[src/rtl/vec_issue_resp_ctrl.sv]
`default_nettype none
// ============================================================================
// Module      : vec_issue_resp_ctrl
// Description : Val/ready controller between the scalar core and the vector
//               datapath. Buffers instructions in an IQ, issues one at a time,
//               queues results (or watchdog timeout errors) in an RQ.
// Revision    : 1.0 - initial release
// ============================================================================
module vec_issue_resp_ctrl #(
  parameter int INST_W   = 32,
  parameter int DATA_W   = 32,
  parameter int IQ_DEPTH = 4,
  parameter int RQ_DEPTH = 2,
  parameter int TIMEOUT  = 255
) (
  input  logic                          clk,
  input  logic                          reset,
  input  logic                          i_inst_valid,
  input  logic [INST_W-1:0]             i_inst_data,
  output logic                          o_inst_ready,
  output logic                          o_dp_issue_valid,
  output logic [INST_W-1:0]             o_dp_issue_inst,
  input  logic                          i_dp_issue_ready,
  input  logic                          i_dp_done,
  input  logic [DATA_W-1:0]             i_dp_result,
  output logic                          o_resp_valid,
  output logic [DATA_W-1:0]             o_resp_data,
  output logic                          o_resp_err,
  input  logic                          i_resp_ready,
  output logic                          o_busy,
  output logic [$clog2(IQ_DEPTH+1)-1:0] o_iq_count
);

  localparam int c_iq_pw = $clog2(IQ_DEPTH);
  localparam int c_iq_cw = $clog2(IQ_DEPTH + 1);
  localparam int c_rq_pw = (RQ_DEPTH > 1) ? $clog2(RQ_DEPTH) : 1;
  localparam int c_rq_cw = $clog2(RQ_DEPTH + 1);
  localparam int c_tm_w  = (TIMEOUT > 1) ? $clog2(TIMEOUT) : 1;
  localparam logic [c_tm_w-1:0] c_tmo_last = (TIMEOUT != 0) ? c_tm_w'(TIMEOUT - 1) : '0;

  typedef enum logic [1:0] {
    S_IDLE  = 2'd0,
    S_ISSUE = 2'd1,
    S_EXEC  = 2'd2
  } state_t;

  state_t r_state, w_state_nxt;

  logic [INST_W-1:0]  r_iq_mem [IQ_DEPTH];
  logic [c_iq_pw-1:0] r_iq_wptr, r_iq_rptr;
  logic [c_iq_cw-1:0] r_iq_cnt;
  logic [DATA_W-1:0]  r_rq_data [RQ_DEPTH];
  logic               r_rq_err  [RQ_DEPTH];
  logic [c_rq_pw-1:0] r_rq_wptr, r_rq_rptr;
  logic [c_rq_cw-1:0] r_rq_cnt;
  logic [c_tm_w-1:0]  r_timer;

  logic w_iq_full, w_iq_empty, w_iq_push, w_iq_pop, w_iq_avail;
  logic w_rq_full, w_rq_empty, w_rq_push, w_rq_pop, w_rq_full_if_push;
  logic w_tmo_hit;

  assign w_iq_full  = (r_iq_cnt == c_iq_cw'(IQ_DEPTH));
  assign w_iq_empty = (r_iq_cnt == '0);
  // Full is judged on the registered count, so a same-cycle pop never frees room
  assign w_iq_push  = i_inst_valid && !w_iq_full;
  // An entry being written this cycle is readable at the next edge, so it may be issued
  assign w_iq_avail = !w_iq_empty || w_iq_push;

  assign w_rq_full  = (r_rq_cnt == c_rq_cw'(RQ_DEPTH));
  assign w_rq_empty = (r_rq_cnt == '0);
  assign w_rq_pop   = !w_rq_empty && i_resp_ready;
  // Count after an EXEC push reaches depth only if nothing drains this cycle
  assign w_rq_full_if_push = !w_rq_pop && (r_rq_cnt == c_rq_cw'(RQ_DEPTH - 1));

  assign w_tmo_hit  = (TIMEOUT != 0) && (r_timer == c_tmo_last);

  // FSM state register
  always_ff @(posedge clk or negedge reset) begin
    if (!reset) r_state <= S_IDLE;
    else        r_state <= w_state_nxt;
  end

  // Next-state logic plus queue pop/push strobes owned by the FSM
  always_comb begin
    w_state_nxt = r_state;
    w_iq_pop    = 1'b0;
    w_rq_push   = 1'b0;
    case (r_state)
      S_IDLE: begin
        if (w_iq_avail && !w_rq_full) w_state_nxt = S_ISSUE;
      end
      S_ISSUE: begin
        if (i_dp_issue_ready) begin
          w_iq_pop    = 1'b1;
          w_state_nxt = S_EXEC;
        end
      end
      S_EXEC: begin
        if (i_dp_done || w_tmo_hit) begin
          w_rq_push   = 1'b1;
          w_state_nxt = (w_iq_avail && !w_rq_full_if_push) ? S_ISSUE : S_IDLE;
        end
      end
      default: w_state_nxt = S_IDLE;
    endcase
  end

  // Watchdog: cleared on issue handshake, counts every EXEC cycle
  always_ff @(posedge clk or negedge reset) begin
    if (!reset)                 r_timer <= '0;
    else if (w_iq_pop)          r_timer <= '0;
    else if (r_state == S_EXEC) r_timer <= r_timer + 1'b1;
  end

  // Instruction queue storage (contents need no reset; validity is tracked by count)
  always_ff @(posedge clk) begin
    if (w_iq_push) r_iq_mem[r_iq_wptr] <= i_inst_data;
  end

  // Instruction queue pointers and occupancy
  always_ff @(posedge clk or negedge reset) begin
    if (!reset) begin
      r_iq_wptr <= '0;
      r_iq_rptr <= '0;
      r_iq_cnt  <= '0;
    end else begin
      if (w_iq_push)
        r_iq_wptr <= (r_iq_wptr == c_iq_pw'(IQ_DEPTH - 1)) ? '0 : r_iq_wptr + 1'b1;
      if (w_iq_pop)
        r_iq_rptr <= (r_iq_rptr == c_iq_pw'(IQ_DEPTH - 1)) ? '0 : r_iq_rptr + 1'b1;
      case ({w_iq_push, w_iq_pop})
        2'b10:   r_iq_cnt <= r_iq_cnt + 1'b1;
        2'b01:   r_iq_cnt <= r_iq_cnt - 1'b1;
        default: r_iq_cnt <= r_iq_cnt;
      endcase
    end
  end

  // Response queue storage; dp_done takes priority over a coincident timeout
  always_ff @(posedge clk) begin
    if (w_rq_push) begin
      r_rq_data[r_rq_wptr] <= i_dp_done ? i_dp_result : '0;
      r_rq_err[r_rq_wptr]  <= !i_dp_done;
    end
  end

  // Response queue pointers and occupancy
  always_ff @(posedge clk or negedge reset) begin
    if (!reset) begin
      r_rq_wptr <= '0;
      r_rq_rptr <= '0;
      r_rq_cnt  <= '0;
    end else begin
      if (w_rq_push)
        r_rq_wptr <= (r_rq_wptr == c_rq_pw'(RQ_DEPTH - 1)) ? '0 : r_rq_wptr + 1'b1;
      if (w_rq_pop)
        r_rq_rptr <= (r_rq_rptr == c_rq_pw'(RQ_DEPTH - 1)) ? '0 : r_rq_rptr + 1'b1;
      case ({w_rq_push, w_rq_pop})
        2'b10:   r_rq_cnt <= r_rq_cnt + 1'b1;
        2'b01:   r_rq_cnt <= r_rq_cnt - 1'b1;
        default: r_rq_cnt <= r_rq_cnt;
      endcase
    end
  end

  // Data outputs are gated so they read zero whenever their valid is low
  assign o_inst_ready     = !w_iq_full;
  assign o_dp_issue_valid = (r_state == S_ISSUE);
  assign o_dp_issue_inst  = o_dp_issue_valid ? r_iq_mem[r_iq_rptr] : '0;
  assign o_resp_valid     = !w_rq_empty;
  assign o_resp_data      = o_resp_valid ? r_rq_data[r_rq_rptr] : '0;
  assign o_resp_err       = o_resp_valid && r_rq_err[r_rq_rptr];
  assign o_busy           = !w_iq_empty || (r_state != S_IDLE) || !w_rq_empty;
  assign o_iq_count       = r_iq_cnt;

endmodule
`default_nettype wire
[config.mk]
export PLATFORM = sky130hd
export DESIGN_NAME = vec_issue_resp_ctrl
export DESIGN_NICKNAME = d
export VERILOG_FILES = /design/src/rtl/vec_issue_resp_ctrl.sv
export SDC_FILE = /design/constraint.sdc
export NUM_CORES = 1
export LEC_CHECK = 0
export CAP_MARGIN = 25
export CORE_UTILIZATION = 54
export DETAILED_ROUTE_END_ITERATION = 8
export PLACE_DENSITY = 0.8
export SLEW_MARGIN = 20
export SYNTH_ARGS = -nofsm -noshare
export SYNTH_HDL_FRONTEND = slang
export SYNTH_SLANG_ARGS = --single-unit
[constraint.sdc]
create_clock -name clk -period 3.8 [get_ports clk]
set_input_delay 0.57 -clock clk [delete_from_list [all_inputs] [get_ports clk]]
set_output_delay 0.57 -clock clk [all_outputs]
set_load 0.03 [all_outputs]
Word level (Yosys, flattened, before mapping)
Memories as Yosys holds them, arrays and structs flattened.
Cells that the tools add are included.
{"block": "op_classes", "n_addsub": 9, "eq_ne": 15, "muxes": 24, "n_reduce_logical": 25}
{"op": "$mux W32", "count": 3}
{"op": "$mux W8", "count": 2}
{"op": "$eq A2 B2 Y1 const B", "count": 6}
{"op": "$mux W1", "count": 11}
{"op": "$mux W2", "count": 5}
{"op": "$add A8 B1 Y8 const B", "count": 1}
{"op": "$eq A2 B1 Y1 const B", "count": 4}
{"op": "$eq A8 B8 Y1 const B", "count": 1}
{"op": "$reduce_bool A2 Y1", "count": 4}
{"op": "$logic_not A1 Y1", "count": 7}
{"op": "$add A2 B1 Y2 const B", "count": 3}
{"op": "$logic_and A1 B1 Y1", "count": 6}
{"op": "$pmux W2 S3", "count": 1}
{"op": "$pmux W3 S2", "count": 1}
{"op": "$logic_not A2 Y1", "count": 2}
{"op": "$logic_or A1 B1 Y1", "count": 4}
{"op": "$ne A2 B2 Y1 const B", "count": 2}
{"op": "$pmux W2 S2", "count": 1}
{"op": "$add A3 B1 Y3 const B", "count": 1}
{"op": "$eq A3 B3 Y1 const B", "count": 1}
{"op": "$logic_not A3 Y1", "count": 1}
{"op": "$reduce_and A3 Y1", "count": 1}
{"op": "$sub A3 B1 Y3 const B", "count": 1}
{"op": "$add A1 B1 Y1 const B", "count": 2}
{"op": "2 further kinds", "count": 2}
{"block": "totals", "regBits": 21, "mem_bits_rw": 194, "input_bits": 70, "output_inout_bits": 72, "word_cells": 84, "memories": 3}
{"memory": "r_iq_mem", "depth": 4, "width": 32, "rd": 1, "rd_clocked_by_memory_dff": 0, "write_ports": 1, "line_no": "49", "text": "logic [INST_W-1:0] r_iq_mem [IQ_DEPTH];"}
{"memory": "r_rq_data", "depth": 2, "width": 32, "rd": 1, "rd_clocked_by_memory_dff": 0, "write_ports": 1, "line_no": "52", "text": "logic [DATA_W-1:0] r_rq_data [RQ_DEPTH];"}
{"memory": "r_rq_err", "depth": 2, "width": 1, "rd": 1, "rd_clocked_by_memory_dff": 0, "write_ports": 1, "line_no": "53", "text": "logic r_rq_err [RQ_DEPTH];"}

Depth between registers and ports, before layout
Gate-level depths: netlist of the first run.
{"block": "depth", "depth_word": 10, "depth_mapped": 8, "depth_no_buf": 8}

Worst setup path after synthesis of the first run
Ideal clock, no wire load.
{"block": "synth_path", "path_kind": "reg2reg", "startpoint": "register r_timer[0]", "endpoint": "memory r_rq_data[0][0] (enable)", "setup_time_ns": 0.423, "arrival_time_ns": 2.296, "required_ns": 3.377, "setup_slack_ns": 1.081, "path_stages_with_launch": 6, "n_path_buf": 0, "period_less_slack_ns": 2.719, "path_cell_list": "dfrtp_1 inv_1 ha_1 nand3_1 o21a_1 nor2_1"}
{"block": "synth_via", "elab_chain_len": 6}
{"item": "start, declared", "line_no": "56", "text": "logic [c_tm_w-1:0] r_timer;"}
{"item": "start signal, assigned", "line_no": "112", "text": "else if (r_state == S_EXEC) r_timer <= r_timer + 1'b1;"}
{"item": "$eq A8 B8 Y1", "line_no": "75", "text": "assign w_tmo_hit = (TIMEOUT != 0) && (r_timer == c_tmo_last);"}
{"item": "$logic_or A1 B1 Y1", "line_no": "99", "text": "if (i_dp_done || w_tmo_hit) begin"}
{"item": "$mux W1", "line_no": "99"}
{"item": "$mux W1", "line_no": "88", "text": "case (r_state)"}
{"item": "$mux W1", "line_no": "141", "text": "if (w_rq_push) begin"}
{"item": "$mux W1", "line_no": "142", "text": "r_rq_data[r_rq_wptr] <= i_dp_done ? i_dp_result : '0;"}
{"item": "end, declared", "line_no": "52"}
No other way between the ends.

Worst setup path after layout of the first run
{"block": "layout_path", "startpoint": "register r_iq_rptr[0]", "endpoint": "output o_dp_issue_inst[24]"}
{"block": "layout_via", "elab_chain_len": 2}
{"item": "start, declared", "line_no": "50", "text": "logic [c_iq_pw-1:0] r_iq_wptr, r_iq_rptr;"}
{"item": "start signal, assigned", "line_no": "130", "text": "r_iq_rptr <= (r_iq_rptr == c_iq_pw'(IQ_DEPTH - 1)) ? '0 : r_iq_rptr + 1'b1;"}
{"item": "$mem_v2 Z4 W32"}
{"item": "$mux W32", "line_no": "169", "text": "assign o_dp_issue_inst = o_dp_issue_valid ? r_iq_mem[r_iq_rptr] : '0;"}
{"item": "end, declared", "line_no": "22", "text": "output logic [INST_W-1:0] o_dp_issue_inst,"}
No other way between the ends.

==> results of run 1 <==
## logic make-up (layout without fill, tap and decap cells)
group / Yosys count / after routing
adders and majority gates: 13 / 13
muxes: 72 / 72
other: 0 / 1
AOI/OAI and AO/OA: 17 / 17
DFF: 215 / 215
and+or+nand+nor: 139 / 139
xor gates and xnor gates: 7 / 7
buffers and inverters: 35 / 204
## metrics by stage
stage / hold slack (ns) / instances / util (%) / setup WS, ns
6_report: 0.3790 / 884 / 70.21 / 0.3498
3_3_place_gp: 0.4655 / 842 / 65.56 / 0.9222
2_1_floorplan: 0.2744 / 498 / - / 1.081
3_5_place_dp: 0.4862 / 842 / 65.56 / 0.8690
4_1_cts: 0.4951 / 882 / 70.12 / 0.2982
5_1_grt: 0.3869 / 884 / 70.21 / 0.2243
## final cells by class
| cell class | count | share of cell area, % |
|---|---|---|
| Sequential cell | 215 | 56.56 |
| Multi-Input combinational cell | 248 | 20.78 |
| Timing Repair Buffer | 152 | 13.33 |
| Clock buffer | 33 | 5.536 |
| Tap cell | 216 | 2.406 |
| Clock inverter | 7 | 0.9579 |
| Inverter | 12 | 0.4010 |
| Antenna cell | 1 | 0.02228 |
## worst paths after layout
path,start,end,slack [ns]
max,r_iq_rptr[0]$_DFFE_PN0N_,o_dp_issue_inst[24],0.35
min,reset,r_iq_rptr[0]$_DFFE_PN0N_,0.38
max reg2reg,o_iq_count[1]$_DFFE_PN0P_,o_iq_count[1]$_DFFE_PN0P_,1.62
min reg2reg,r_timer[6]$_DFFE_PN0P_,r_timer[6]$_DFFE_PN0P_,0.49
max in group asynchronous,reset,r_timer[6]$_DFFE_PN0P_,2.94
min in group clk,r_timer[6]$_DFFE_PN0P_,r_timer[6]$_DFFE_PN0P_,0.49
## sequential cells by signal, indices dropped and copies added, names as in the netlist
| signal | count |
|---|---|
| r_rq_data | 64 |
| r_rq_err | 2 |
| r_state | 2 |
| o_iq_count | 3 |
| r_rq_rptr | 1 |
| r_rq_cnt | 2 |
| r_iq_wptr | 2 |
| r_iq_rptr | 2 |
| r_iq_mem | 128 |
| r_rq_wptr | 1 |
| r_timer | 8 |
## metal layers
| layer | up-vias | track usage (%) |
|---|---|---|
| met2 | 131 | 37.30 |
| met3 | 25 | 5.412 |
| li1 | 2214 | - |
| met4 | 0 | 6.088 |
| met1 | 2396 | 25.45 |
| met5 | - | 0 |
## cells in the mapped netlist (all sizes together), types with 6 or more instances
| cell | n |
|---|---|
| ha | 12 |
| o21ai | 7 |
| nand3 | 6 |
| mux2i | 35 |
| buf | 10 |
| inv | 12 |
| edfxtp | 194 |
| nor2 | 39 |
| dfrtp | 21 |
| mux4 | 32 |
| clkbuf | 12 |
| and2 | 65 |
| nand2 | 7 |
## worst reg2reg max path: stages (launching register included)
cell	delay [ns]
dfrtp_1	0.46
or3b_4	0.46
and2_4	0.19
inv_1	0.06
ha_1	0.20
fa_1	0.43
mux2_2	0.27
## power by group
group          internal [W]  total, W  switching [W]
combinational       0.00148   0.00334        0.00185
clock               0.00128   0.00213       0.000851
sequential          0.00304   0.00332       0.000280
total               0.00580   0.00879        0.00299
==> flow_summary.toml, run 1 <==
[outcome]
status = "completed"

[synth]
synth_compound_area_share_pct = 1.211
synth_fa_ha_area_share_pct = 1.915
yosys_register_bits = 215
synth_nets = 581
syn_inst = 498
synth_top_cell_area_share_pct = 65.56
synth_xor_area_share_pct = 0.6899
yosys.area.top_type = "edfxtp_1"
avgSynthCellArea_sq_um = 17.84
synth-main-ff-cell = "edfxtp_1"
netlist_area_sq_um = 8886
yosysUniqueCellTypes = 42
synth_mux_area_share_pct = 13.83
synthArstFlopShare_pct = 9.767
synth_top_family_by_area = "multiplexers"
synth-seq-area-share_pct = 71.47
synth-edff-count = 194
yosys_warnings = 0
synth_simple_gate_area_share_pct = 8.547
synthTopCellsByArea = "edfxtp_1 (66%), mux4_1 (7.4%), dfrtp_1 (5.9%)"

[sta]
setup_violations = 0
rsz0062_at_grt = "false"
finalMaxSlewViolations = 0
tightest_slew_ns = 0.8973
final-hold-violation-count = 0
finalCritPeriodShare_pct = 90.79
slew_headroom_pct = 40.18
fin_skew_ns = 0.01700
min_period_ns = 3.450
setup-tns-final_ns = 0
max_freq_mhz = 289.8

[routing]
top_layer = "met4"
postRouteAntennaNets = 0
drc_errors = 0
drt_pass1_iterations = 4
wl_met1_mm = 6.798
postRouteWirelength_mm = 17.24
vias = 4766
drt_iter0_markers = 260
vias_per_cell = 5.391
wl_met2_mm = 9.036
post_drt_wl_per_cell_um = 19.50
met3_length_mm = 1.041

[final_layout]
nNetsFinal = 734
layout-drive-gt1-share_pct = 9.595
mostFrequentLayoutCells = "edfxtp_1 (194), clkdlybuf4s50_1 (141), and2_1 (64)"
multiInputGateArea_sq_um = 2335
final_common_cell = "edfxtp_1"
n_fill_cell = 1047
areaGrowthSynthToFinish_pct = 26.42
stdcell_area_sq_um = 11230
layout.area.seq_sq_um = 6354

[floorplan]
row_count = 46
die_h_um = 130.3
ioPinCount = 142
core-area_sq_um = 16000
dieArea_sq_um = 16970
die_x_um = 130.3
start_util_pct = 55.54

[worst_setup_path]
crit_path_max_fanout = 17
cp_top_family = "buffers and inverters"
crit_type = "flop to primary output"
slowest_delay_ns = 0.66
cp.arrival_ns = 2.88
cp_slowest_cell = "dfrtp_2"
r2r_cells = 6
crit_required_ns = 3.23
end_kind = "primary output"
path_buf_inv = 2
start_kind = "flop"
timing.critical_path.cells = "buf_4, mux4_1, and2_1, clkdlybuf4s50_1"
path_depth = 4

[clock_network]
clock_path_buffers = 3
cts_buffers = 22
root_buffer = "clkbuf_16"
cts.sinks = 215
tritoncts = "done"
clk_pin_slew_ns = 0.06
hold_buffers = 0
cts_setup_buffers = 0
insertion_delay_ns = 0.50
postCtsResizedCells = 0
htree_levels = 1

[global_route]
grt_start_max_net_pins = 36
grt_pass1_vias = 5238
grt_pass1_wl_mm = 26.83
grt_overflow = 0
grt_usage_pct = 21.05
antenna_found_initial = 1

[placement]
post_dp_cell_area_sq_um = 10490
gp_congestion = 0.7503
portBuffers = 141
dp_hpwl_mm = 10.84

[power]
power.density_nw_per_um2 = 782.1
ir_drop_mv = 0.9087
leakagePower_nw = 4.054
power_w = 0.008785

[job]
max_cap_viol_count = 0

[min_path]
hp-class = "input port to asynchronous set/reset pin"
(Power assumes the default switching activity.)
==> inputs of run 2 (changes only) <==
--- a/config.mk
+++ b/config.mk
@@ -9,7 +9,7 @@
 export CORE_UTILIZATION = 54
 export DETAILED_ROUTE_END_ITERATION = 8
 export PLACE_DENSITY = 0.8
-export SLEW_MARGIN = 20
+export SLEW_MARGIN = 30
 export SYNTH_ARGS = -nofsm -noshare
 export SYNTH_HDL_FRONTEND = slang
 export SYNTH_SLANG_ARGS = --single-unit
==> flow_summary.toml, run 2 (synthesis gave the netlist of run 1 again) <==
[global_route]
grt_start_max_net_pins = 36
grt_overflow = 0
grt_usage_pct = 21.05
grt_pass1_vias = 5238
grt_pass1_wl_mm = 26.83
antenna_found_initial = 1

[worst_setup_path]
crit_type = "flop to primary output"
path_buf_inv = 2
crit_path_max_fanout = 17
end_kind = "primary output"
crit_required_ns = 3.23
crit_start = "r_iq_rptr[0]$_DFFE_PN0N_"
r2r-start = "r_state[1]$_DFFE_PN0P_"
start_kind = "flop"
timing.critical_path.cells = "buf_4, mux4_1, and2_1, clkdlybuf4s50_1"
cp.arrival_ns = 2.88
cp_top_family = "buffers and inverters"
cp_slowest_cell = "dfrtp_2"
slowest_delay_ns = 0.66

[sta]
slew_headroom_pct = 39.68
max_freq_mhz = 290.0
setup-tns-final_ns = 0
rsz0062_at_grt = "false"
min_period_ns = 3.449
fin_skew_ns = 0.01734
tightest_slew_ns = 0.9048
finalMaxSlewViolations = 0
finalCritPeriodShare_pct = 90.76
final-hold-violation-count = 0
setup_violations = 0

[final_layout]
areaGrowthSynthToFinish_pct = 26.23
mostFrequentLayoutCells = "edfxtp_1 (194), clkdlybuf4s50_1 (140), and2_1 (64)"
nNetsFinal = 733
layout-drive-gt1-share_pct = 9.610
largest_register = "r_iq_mem"
largest_reg_flops = 128
n_fill_cell = 1049
multiInputGateArea_sq_um = 2335
largestRegisters = "r_iq_mem x128, r_rq_data x64, r_timer x8"
final_common_cell = "edfxtp_1"
final_util_pct = 70.10
layout.area.seq_sq_um = 6354

[routing]
vias_per_cell = 5.388
drc_errors = 0
drt_iter0_markers = 275
postRouteAntennaNets = 0
vias = 4758
postRouteWirelength_mm = 17.19
post_drt_wl_per_cell_um = 19.47
drt_pass1_iterations = 4

[clock_network]
tritoncts = "done"
cts_setup_buffers = 0
hold_buffers = 0
clock_path_buffers = 3
clk_pin_slew_ns = 0.06
cts_buffers = 22
htree_levels = 1
insertion_delay_ns = 0.51
cts.sinks = 215
postCtsResizedCells = 0
root_buffer = "clkbuf_16"

[floorplan]
core-area_sq_um = 16000
ioPinCount = 142
die_x_um = 130.3
row_count = 46
dieArea_sq_um = 16970
start_util_pct = 55.54
die_h_um = 130.3

[placement]
dp_hpwl_mm = 10.84
gp_congestion = 0.7503
portBuffers = 141

[job]
max_cap_viol_count = 0

[power]
ir_drop_mv = 0.9068
power.density_nw_per_um2 = 782.9
leakagePower_nw = 4.048

[min_path]
hp-class = "input port to asynchronous set/reset pin"

[outcome]
status = "completed"
==> run 2: cell types whose count changed in the layout (fill, tap and decap cells not counted), sizes merged <==
cell and change:
clkdlybuf4s50 -1
==> run 2: final timing paths <==
path | endpoint | slack [ns] | cells after the start
hold / removal | r_iq_rptr[0]$_DFFE_PN0N_ | 0.02 | 1
setup reg to reg | o_iq_count[1]$_DFFE_PN0P_ | 1.62 | 5
min in group clk | r_timer[6]$_DFFE_PN0P_ | 0.49 | 1
setup / recovery | o_dp_issue_inst[24] | 0.35 | 4
hold reg to reg | r_timer[6]$_DFFE_PN0P_ | 0.49 | 1
max in group asynchronous | r_rq_rptr$_DFFE_PN0N_ | 3.43 | 1
==> run 2: where the power goes <==
part / total, W / switching [W] / internal, W / leakage [nW]
Sequential: 0.00332 / 0.000278 / 0.00304 / 2.04
Clock: 0.00213 / 0.000854 / 0.00128 / 0.356
Combinational: 0.00333 / 0.00185 / 0.00148 / 1.65
Total: 0.00878 / 0.00298 / 0.00580 / 4.05
==> run 2: metal layers <==
layer / share of wire (%) / vias up / track usage, %
met3: 6.3 / 27 / 5.412
met5: 0 / - / 0
met1: 39 / 2384 / 25.45
li1: - / 2212 / -
met4: 2.2 / 0 / 6.088
met2: 52 / 135 / 37.30
==> run 2: area by class of cell <==
type | instances | share of cell area, %
antenna | 1 | 0.02231
timing repair buffer | 151 | 13.21
inverter | 12 | 0.4016
tap | 216 | 2.409
multi-input combinational | 248 | 20.81
clock inverter | 7 | 0.9593
clock buffer | 33 | 5.544
sequential | 215 | 56.64
==> run 2: worst reg2reg max path, delay by kind of cell (launching register included) <==
family / cells / cell delay [ns]
adders and majority gates: 2 / 0.67
buffers and inverters: 1 / 0.25
DFF: 1 / 0.45
and+or+nand+nor: 1 / 0.43
muxes: 1 / 0.27
==> run 2: metrics by stage <==
step / std cells / power [W] / worst slack, ns / cell area (sq um) / hold slack [ns]
2_1_floorplan: 498 / 0.005487 / 1.081 / 8886 / 0.2744
6_report: 883 / 0.008782 / 0.3512 / 11220 / 0.02071
3_5_place_dp: 842 / 0.006714 / 0.8690 / 10490 / 0.4862
4_1_cts: 882 / 0.008871 / 0.2982 / 11220 / 0.4951
5_1_grt: 883 / 0.009180 / 0.2243 / 11220 / 0.03730
3_3_place_gp: 842 / 0.006615 / 0.9222 / 10490 / 0.4655
